$ cat src/rtl/sb_pulse_period_meter.sv
// sb_pulse_period_meter
// Measures the high width, low width or rising-to-rising period of an
// asynchronous input in prescaled clk ticks. The input is synchronised,
// edge-detected and timed by a two-state FSM (IDLE / MEAS). Each finished
// measurement is published on count/overflow together with a 1-cycle strobe.
//
// Output strobe semantics: valid is high for exactly one clk cycle per
// completed measurement, and count/overflow change only in that same cycle
// (or on reset). There is no back-pressure: a consumer that needs the
// result must capture it while valid is high, because a later result
// replaces it. When a measurement is aborted, no strobe is produced.
module sb_pulse_period_meter #(
  parameter int CNT_W       = 14,
  parameter int PRESCALE    = 4,
  parameter int SYNC_STAGES = 2
) (
  input  logic             clk,
  input  logic             rst,
  input  logic             en,
  input  logic [1:0]       mode,
  input  logic             ip_signal,
  output logic [CNT_W-1:0] count,
  output logic             valid,
  output logic             overflow,
  output logic             busy,
  output logic             dbg_state_o
);

  localparam int PRE_W = (PRESCALE > 1) ? $clog2(PRESCALE) : 1;
  localparam logic [PRE_W-1:0] PRE_LAST = PRE_W'(PRESCALE - 1);
  localparam logic [CNT_W-1:0] ACC_MAX  = {CNT_W{1'b1}};

  typedef enum logic {
    IDLE = 1'b0,
    MEAS = 1'b1
  } state_t;

  state_t                 state_q, state_d;
  logic [SYNC_STAGES-1:0] sync_q;
  logic                   s_dly_q;
  logic [1:0]             mode_q, mode_d;
  logic [PRE_W-1:0]       pre_q, pre_d;
  logic [CNT_W-1:0]       acc_q, acc_d;
  logic                   sat_q, sat_d;
  logic [CNT_W-1:0]       count_q, count_d;
  logic                   ovf_q, ovf_d;
  logic                   valid_q, valid_d;

  logic                   s_sync;
  logic                   rise;
  logic                   fall;
  logic                   start_edge;
  logic                   stop_edge;
  logic                   tick;
  logic                   acc_full;
  logic                   sat_now;
  logic [CNT_W-1:0]       acc_inc;
  logic [PRE_W-1:0]       pre_next;
  logic                   abort;

  // Synchroniser chain and one-cycle delayed copy for edge detection.
  // The delayed copy resets to 0, so an input already high at reset
  // release is seen as a rising edge once it has passed the chain.
  always_ff @(posedge clk or posedge rst) begin
    if (rst) begin
      sync_q  <= '0;
      s_dly_q <= 1'b0;
    end else begin
      sync_q  <= {sync_q[SYNC_STAGES-2:0], ip_signal};
      s_dly_q <= sync_q[SYNC_STAGES-1];
    end
  end

  assign s_sync = sync_q[SYNC_STAGES-1];
  assign rise   = s_sync & ~s_dly_q;
  assign fall   = ~s_sync & s_dly_q;

  // Start edge uses the live mode (only consulted in IDLE); the stop edge
  // uses the mode captured while idle, so a measurement keeps its meaning.
  // mode 00: rise..fall, mode 01: fall..rise, mode 1x: rise..rise.
  assign start_edge = (mode == 2'b01) ? fall : rise;
  assign stop_edge  = (mode_q == 2'b00) ? fall : rise;

  // Prescaler tick and saturating accumulator step.
  assign tick     = (pre_q == PRE_LAST);
  assign acc_full = (acc_q == ACC_MAX);
  assign sat_now  = tick & acc_full;
  assign acc_inc  = (tick && !acc_full) ? acc_q + CNT_W'(1) : acc_q;
  assign pre_next = tick ? '0 : pre_q + PRE_W'(1);

  // Disabling, or changing mode mid-measurement, abandons the measurement.
  assign abort = !en || (mode != mode_q);

  // State and datapath registers.
  always_ff @(posedge clk or posedge rst) begin
    if (rst) begin
      state_q <= IDLE;
      mode_q  <= 2'b00;
      pre_q   <= '0;
      acc_q   <= '0;
      sat_q   <= 1'b0;
      count_q <= '0;
      ovf_q   <= 1'b0;
      valid_q <= 1'b0;
    end else begin
      state_q <= state_d;
      mode_q  <= mode_d;
      pre_q   <= pre_d;
      acc_q   <= acc_d;
      sat_q   <= sat_d;
      count_q <= count_d;
      ovf_q   <= ovf_d;
      valid_q <= valid_d;
    end
  end

  // Next-state and datapath update. An abort takes priority over a stop
  // edge arriving in the same cycle, so an aborted cycle never strobes.
  always_comb begin
    state_d = state_q;
    mode_d  = mode_q;
    pre_d   = pre_q;
    acc_d   = acc_q;
    sat_d   = sat_q;
    count_d = count_q;
    ovf_d   = ovf_q;
    valid_d = 1'b0;

    case (state_q)
      IDLE: begin
        mode_d = mode;
        pre_d  = '0;
        acc_d  = '0;
        sat_d  = 1'b0;
        if (en && start_edge) begin
          state_d = MEAS;
        end
      end

      MEAS: begin
        if (abort) begin
          state_d = IDLE;
          pre_d   = '0;
          acc_d   = '0;
          sat_d   = 1'b0;
        end else if (stop_edge) begin
          // The tick coinciding with the stop edge still counts.
          valid_d = 1'b1;
          count_d = acc_inc;
          ovf_d   = sat_q | sat_now;
          pre_d   = '0;
          acc_d   = '0;
          sat_d   = 1'b0;
          // In period mode this rising edge also starts the next period.
          if (!mode_q[1]) begin
            state_d = IDLE;
          end
        end else begin
          pre_d = pre_next;
          acc_d = acc_inc;
          sat_d = sat_q | sat_now;
        end
      end

      default: begin
        state_d = IDLE;
      end
    endcase
  end

  assign count       = count_q;
  assign valid       = valid_q;
  assign overflow    = ovf_q;
  assign busy        = (state_q == MEAS);
  assign dbg_state_o = state_q;

endmodule

$ cat config.mk
export PLATFORM = sky130hd
export DESIGN_NAME = sb_pulse_period_meter
export DESIGN_NICKNAME = d
export VERILOG_FILES = /design/src/rtl/sb_pulse_period_meter.sv
export SDC_FILE = /design/constraint.sdc
export NUM_CORES = 1
export LEC_CHECK = 0
export ABC_AREA = 1
export BUFFER_PORTS_ARGS = -buffer_cell sky130_fd_sc_hd__buf_2
export CAP_MARGIN = 10
export CELL_PAD_IN_SITES_DETAIL_PLACEMENT = 1
export CELL_PAD_IN_SITES_GLOBAL_PLACEMENT = 2
export CORE_ASPECT_RATIO = 0.5
export CORE_UTILIZATION = 36
export DETAILED_ROUTE_END_ITERATION = 6
export GPL_TIMING_DRIVEN = 0
export PLACE_DENSITY_LB_ADDON = 0.12
export SKIP_LAST_GASP = 1
export SYNTH_ARGS = -nofsm -noshare
export SYNTH_HDL_FRONTEND = slang
export SYNTH_SLANG_ARGS = --single-unit
$ cat constraint.sdc
create_clock -name clk -period 3.3 [get_ports clk]
set_input_delay 0.66 -clock clk [delete_from_list [all_inputs] [get_ports clk]]
set_output_delay 0.66 -clock clk [all_outputs]
set_load 0.1 [all_outputs]
* Yosys cells after proc, flatten, opt, wreduce, memory -nomap -nowiden
Index checks and enable logic that the tools add are counted.
** Storage, ports and cells
- Register bits :: 39
- Logic and storage cells :: 52
** Cells by class
- $add $sub $neg :: 2
- Equality and inequality tests :: 4
- Mux-type cells :: 21
- Bitwise logic cells :: 8
- Reductions and logical operators :: 7
** Operators by type and width (count)
- $mux W14 :: 3
- $pmux W14 S2 :: 1
- $add A14 B1 Y14 const B :: 1
- $eq A14 B14 Y1 const B :: 1
- $mux W1 :: 11
- $mux W2 :: 3
- $not A1 Y1 :: 4
- $pmux W1 S2 :: 2
- $pmux W2 S2 :: 1
- $and A1 B1 Y1 :: 3
- $reduce_and A3 Y1 :: 1
- $add A2 B1 Y2 const B :: 1
- $eq A2 B1 Y1 const B :: 1
- $eq A2 B2 Y1 const B :: 1
- $logic_and A1 B1 Y1 :: 2
- $logic_not A1 Y1 :: 2
- $logic_not A2 Y1 :: 1
- $ne A2 B2 Y1 :: 1
- $logic_or A1 B1 Y1 :: 1
- $or A1 B1 Y1 :: 1

* Depth between registers and ports, before layout
Gate-level depths: netlist of run 1.
- Depth in word-level cells :: 7
- Mapped depth :: 10
- Gate-level depth less buffers :: 9

* Least setup slack after synthesis of run 1
OpenSTA, ideal clock, no wires.
- Kind :: register to output
- From :: register state_q (netlist: busy)
- To :: output port dbg_state_o
- Arrival :: 1.411 ns
- Data required time :: 2.640 ns
- Slack :: 1.229 ns
- Cell stages (with the launch flop) :: 2
- Cells stage by stage :: dfrtp_1 buf_4
** RTL lines
- start, declared :: line 38 : state_t state_q, state_d;
- start signal, assigned :: line 106 : state_q <= state_d;
- end, declared :: line 26 : output logic dbg_state_o
No word-level cell between the ends.

* Worst setup path after layout of run 1
- From :: register state_q (netlist: busy)
- To :: output port dbg_state_o
No word-level cell between the ends.

==> results of run 1 <==
==> cell usage in the layout, fill, tap and decap left out, drive strengths merged <==
| cell | count |
|---|---|
| a21oi | 2 |
| buf | 30 |
| clkbuf | 7 |
| clkinvlp | 1 |
| dfrtp | 39 |
| ha | 2 |
| inv | 36 |
| nand2 | 94 |
| nand3 | 32 |
| nand4 | 3 |
| nor2 | 36 |
| nor3 | 1 |
| o2111ai | 1 |
| o21ai | 7 |
==> state kept, by name (all words and copies together) (netlist names), 2 cells and up <==
signal	count
mode_q	2
sync_q	2
pre_q	2
count	14
acc_q	14
==> kinds of logic (layout without fill, tap and decap cells) <==
logic type / count (synthesis) / after routing / share of synthesized area (%)
adders and majority gates: 2 / 2 / 1.26
buffers and inverters: 43 / 74 / 9.59
AOI/OAI and AO/OA: 10 / 10 / 2.90
DFF: 39 / 39 / 49.2
and+or+nand+nor: 166 / 166 / 37.0
==> critical path: stages (launching register included) <==
cell	delay [ns]
dfrtp_1	0.48
buf_4	0.15
buf_2	0.41
==> power groups by stage <==
stage               combinational, mW  sequential, mW  clock [mW]
floorplan                      0.0351           0.507           0
global placement               0.0568           0.499           0
detailed placement             0.0587           0.500           0
CTS                            0.0588           0.490       0.378
global route                   0.0645           0.491       0.393
finish                         0.0569           0.490       0.370
==> per-stage QoR <==
step / cells / utilization (%) / instance area, sq um
floorplan: 260 / - / 1980
global placement: 353 / 42.8 / 2190
detailed placement: 353 / 42.8 / 2190
CTS: 361 / 44.8 / 2290
global route: 361 / 44.8 / 2290
finish: 361 / 44.8 / 2290
==> worst max-delay path by stage <==
| stage | start | to | slack (ns) | cells after the start |
|---|---|---|---|---|
| 2_1_floorplan | busy | dbg_state_o | 1.23 | 1 |
| 3_3_place_gp | rst | count[6] | 1.16 | 2 |
| 3_5_place_dp | mode[0] | count[7] | 1.35 | 11 |
| 4_1_cts | busy | dbg_state_o | 1.29 | 2 |
| 5_1_grt | busy | dbg_state_o | 1.24 | 2 |
| 6_report | busy | dbg_state_o | 1.31 | 2 |
==> area by class of cell <==
cell class / instances / area, sq um / area share, %
Clock buffer: 7 / 96.3 / 4.21
Buffer: 7 / 55.1 / 2.40
Sequential cell: 39 / 976 / 42.6
Multi-Input combinational cell: 178 / 817 / 35.7
Inverter: 36 / 135 / 5.90
Tap cell: 70 / 87.6 / 3.83
Clock inverter: 1 / 7.51 / 0.328
Timing Repair Buffer: 23 / 115 / 5.03
==> layer usage <==
| metal | GRT usage [%] | vias to the layer above | wire length [um] |
|---|---|---|---|
| li1 | - | 855 | - |
| met3 | 4.29 | 4 | 159 |
| met2 | 32.3 | 26 | 2090 |
| met5 | 0 | - | 0 |
| met4 | 8.45 | 0 | 46 |
| met1 | 25.5 | 844 | 2590 |
==> results_dict.tcl, run 1 <==
set metrics [dict create \
    synth_commonest_cells "nand2_1, dfrtp_1, inv_1, nor2_1, nand3_1" \
    antenna_left 0 \
    p_per_area_mw_per_mm2 401 \
    end_kind "output port" \
    htreeDepth 2 \
    worstHoldEndpoint "sync_q[1]" \
    hold_path_depth 0 \
    die_h_um 54.5 \
    antenna_found_initial 0 \
    max_cap_violations 0 \
    fin_nets 298 \
    design.core.area_sq_mm 0.00511 \
    root_buffer "clkbuf_8" \
    cts.path.max_buffers 2 \
    drc 0 \
    r2r_cells 10 \
    first_pass_iters 4 \
    cp_max_fo 8 \
    yosysTopAreaCellShare_pct 49.2 \
    ctsHoldBuffers 0 \
    cts_made_buffers 5 \
    p_sw_mw 0.231 \
    synth_cells 260 \
    vdd_ir_drop_max_uv 185 \
    p_total_mw 0.917 \
    fp.dieArea_sq_mm 0.00583 \
    syn_avg_cell_area_sq_um 7.63 \
    numPortBuffers 23 \
    hpwlAfterDp_um 3500 \
    fillers 653 \
    diodes 0 \
    clock_sinks 39 \
    worstPathArrival_ns 1.33 \
    grt_pass1_vias 1670 \
    cts-resized-gates 0 \
    synth_top_area_cell "dfrtp_1" \
    finalMaxSlewViolations 0 \
    row_count 18 \
    vias 1729 \
    drt_iter0_markers 65 \
    gr-total-overflow 0 \
    rsz0062_at_grt "no" \
    die_x_um 107 \
    clk_pin_slew_ns 0.08 \
    viasPerCell 4.79 \
    finalCriticalPeriod_ns 1.99 \
    tightest_slew_ns 0.849 \
    setup_tns_ns 0 \
    fin_hold_ws_ns 0.363 \
    tritoncts "done" \
    grt_use_total_pct 19.6 \
    routabilityCongestion 0.763 \
    synth_area_leaders "dfrtp_1, nand2_1, nand3_1" \
    drt-wirelength-per-cell_um 13.5 \
    syn-num-nets 268 \
    ys_ff_latch 39 \
    leakagePower_nw 1.18 \
    hp-class "reg -> reg" \
    reg2reg_slack_ns 1.58 \
    synth_warnings 0 \
    status "finished clean" \
    pin_count 24 \
    synth_edf_count 0 \
    p_sw_share_pct 25.2 \
    async_reset_ff_share_pct 100 \
    combPwrFrac_pct 6.2 \
    clock.fmax_ghz 0.503 \
    grt_pass1_wl_um 8310 \
    p_seq_share_pct 53.4 \
    synth_most_common_cell "nand2_1" \
    wirelength_um 4880 \
    place_ws_ns 1.35 \
    setup_violations 0 \
    p_int_mw 0.686 \
    fin_ws_ns 1.31 \
    r2r_end "count[10]" \
    final_layout_size_suffix_gt1_share_pct 18.2 \
    timing.rr.start "pre_q[0]" \
    post-cts-setup-buffer-count 0 \
    synth_flop_cell "dfrtp_1" \
    pwr-share-clk_pct 40.4 \
    crit_required_ns 2.64 \
    synthToLayoutAreaGrowth_pct 15.5 \
    fin_worst_skew_ns 0.00712 \
    synth_area_sq_mm 0.00198 \
    cp-start-kind "register" \
    clk_latency_ns 0.30 \
    start_util_pct 38.8 \
    path_class "reg -> out" \
    ys_types 22 \
    hold_start "sync_q[0]" \
    relSlewSlack_pct 43.3 \
    yosysSeqAreaShare_pct 49.2 \
    period_share_pct 60.3 \
    grt_start_max_net_pins 40 \
    finalHoldViolCount 0 \
]
Power figures use the tool's default switching activity.
==> run 2, diff against run 1 <==
ABC_AREA = 0   (was 1)
CORE_UTILIZATION = 33   (was 36)
clock period = 1.7 ns   (was 3.3 ns; I/O delays follow)
==> run 2 against run 1 <==
Net effect: the flow now finishes with violations (setup timing); critical path depth increased by 3; register-to-register slack worse by 1.6 ns; synthesized area decreased by 6.9%; global-route usage down 0.27 points; final cell count is 17% lower; synthesized cell count fell by 33%; flip-flop and latch count stayed put; worst setup slack worse by 1.4 ns; routed wire length increased by 11%; worst hold slack got worse by 0.22 ns; critical path type is now reg -> reg; largest power group unchanged.
==> results_dict.tcl, run 2 <==
set metrics [dict create \
    status "complete, but fails checks" \
    violations "setup timing" \
    die_x_um 108 \
    cts_made_buffers 5 \
    ys_types 41 \
    root_buffer "clkbuf_8" \
    path_class "reg -> reg" \
    die_h_um 54.9 \
    fp.dieArea_sq_mm 0.00591 \
    synth_most_common_cell "dfrtp_1" \
    finalCriticalPeriod_ns 1.76 \
    final_common_cell "dfrtp_1" \
    drt-wirelength-per-cell_um 18.1 \
    clk_pin_slew_ns 0.08 \
    hold_path_depth 1 \
    routabilityCongestion 0.774 \
    fin_ws_ns -0.0583 \
    synth_edf_count 0 \
    synth_area_sq_mm 0.00185 \
    synthToLayoutAreaGrowth_pct 41.6 \
    cp-start-kind "register" \
    rsz0062_at_grt "yes" \
    synth_warnings 0 \
    finalMaxSlewViolations 0 \
    htreeDepth 2 \
    period_share_pct 103 \
    place_inst 266 \
    async_reset_ff_share_pct 100 \
    r2r_cells 5 \
    yosysTopAreaCellShare_pct 52.9 \
    drt_iter0_markers 95 \
    viasPerCell 5.37 \
    cts.path.max_buffers 2 \
    final_cell_mix "dfrtp_1, buf_4, buf_2" \
    fin_hold_ws_ns 0.145 \
    first_pass_iters 4 \
    p_per_area_mw_per_mm2 771 \
    setup_violations 13 \
    diodes 0 \
    grt_use_total_pct 19.3 \
    gr-total-overflow 0 \
    antenna_found_initial 0 \
    fin_nets 237 \
    setup_tns_ns -0.316 \
    vias 1612 \
    drc 0 \
    yosysSeqAreaShare_pct 52.9 \
    synth_cells 173 \
    clk_latency_ns 0.30 \
    p_total_mw 2.01 \
    crit_required_ns 1.89 \
    grt_start_max_net_pins 40 \
    relSlewSlack_pct 43.7 \
    max_cap_violations 0 \
    fin_worst_skew_ns 0.00520 \
    synth_top_area_cell "dfrtp_1" \
    grt_pass1_vias 1516 \
    grt_pass1_wl_um 8120 \
    design.core.area_sq_mm 0.00516 \
    worstPathArrival_ns 1.95 \
    numPortBuffers 23 \
    synth_commonest_cells "dfrtp_1, nor2_1, o21ai_0, a21oi_1, nand3_1" \
    cp_max_fo 8 \
    start_util_pct 35.8 \
    post-route-util_pct 50.7 \
    ctsHoldBuffers 0 \
    hpwlAfterDp_um 3400 \
    wirelength_um 5430 \
    pin_count 24 \
    tritoncts "done" \
    antenna_left 0 \
    hp-class "in -> reg" \
    vdd_ir_drop_max_uv 323 \
    tightest_slew_ns 0.843 \
    end_kind "register" \
    finalHoldViolCount 0 \
    synth_flop_cell "dfrtp_1" \
    final_layout_size_suffix_gt1_share_pct 46.1 \
    clock.fmax_ghz 0.569 \
    final_cells 300 \
    leakagePower_nw 1.20 \
    syn_avg_cell_area_sq_um 10.7 \
    fillers 561 \
    synth_area_leaders "dfrtp_1, nor2_1, mux2i_1" \
    ys_ff_latch 39 \
    clock_sinks 39 \
    syn-num-nets 181 \
    row_count 18 \
]
run 2: cell count changes after synthesis, sizes merged, moves of 6 or more:
cell and change:
a21oi +6, inv -29, mux2 +7, nand2 -88
nand3 -24, nor2 -21, o21ai +8, o31ai +7
run 2: report_power, final:
part	total [mW]	internal [mW]	switching (mW)
Combinational	0.225	0.0559	0.169
Sequential	0.966	0.949	0.0171
Clock	0.823	0.475	0.348
Total	2.01	1.48	0.534
run 2: critical path: stages (launching register included):
cell and delay [ns]:
dfrtp_1 0.35, buf_6 0.13, nand4_4 0.16, o41ai_4 0.39
mux2_4 0.35, mux2_4 0.26
run 2: layout make-up:
cell class	instances	area, sq um	share of cell area, %
buffer	7	57.6	2.20
timing repair buffer	51	345	13.2
clock inverter	2	35.0	1.34
tap	70	87.6	3.35
inverter	7	33.8	1.29
clock buffer	6	82.6	3.16
multi-input combinational	118	983	37.6
sequential	39	987	37.8
run 2: final timing paths:
| kind | start | to | slack, ns |
|---|---|---|---|
| worst max-delay path | acc_q[4] | count[1] | -0.06 |
| worst min-delay path | ip_signal | sync_q[0] | 0.15 |
| worst max register to register | acc_q[4] | count[1] | -0.06 |
| worst min register to register | sync_q[0] | sync_q[1] | 0.36 |
| max in group asynchronous | rst | busy | 0.88 |
| min in group asynchronous | rst | mode_q[0] | 0.20 |
run 2: per-layer routing:
layer,vias to the layer above,wire (um),track usage [%]
li1,745,-,-
met1,830,2760,27.0
met2,31,2410,29.8
met3,6,219,4.40
met4,0,39,6.16
met5,-,0,0
run 2: timing repair:
action,in CTS,in global routing
pin swaps,5,8
gates cloned,0,0
setup endpoints to repair,31,31
gates resized for setup,15,32
buffers inserted,13,16
run 2: kinds of logic after synthesis:
| kind of cell | share of synthesized area (%) |
|---|---|
| XOR/XNOR | 1.42 |
| buffers and inverters | 3.66 |
| multiplexers | 6.98 |
| flip-flops | 52.9 |
| AND/OR/NAND/NOR | 19.0 |
| AO/OA/AOI/OAI | 14.7 |
| adder cells (fa/ha/maj) | 1.36 |
run 2: through the flow:
stage | instance area (sq um) | setup slack [ns]
after floorplan | 1910 | -0.0190
final | 2610 | -0.0583
after global placement | 2120 | -0.356
after CTS | 2390 | -0.128
after global routing | 2610 | -0.129
after detailed placement | 2120 | -0.419
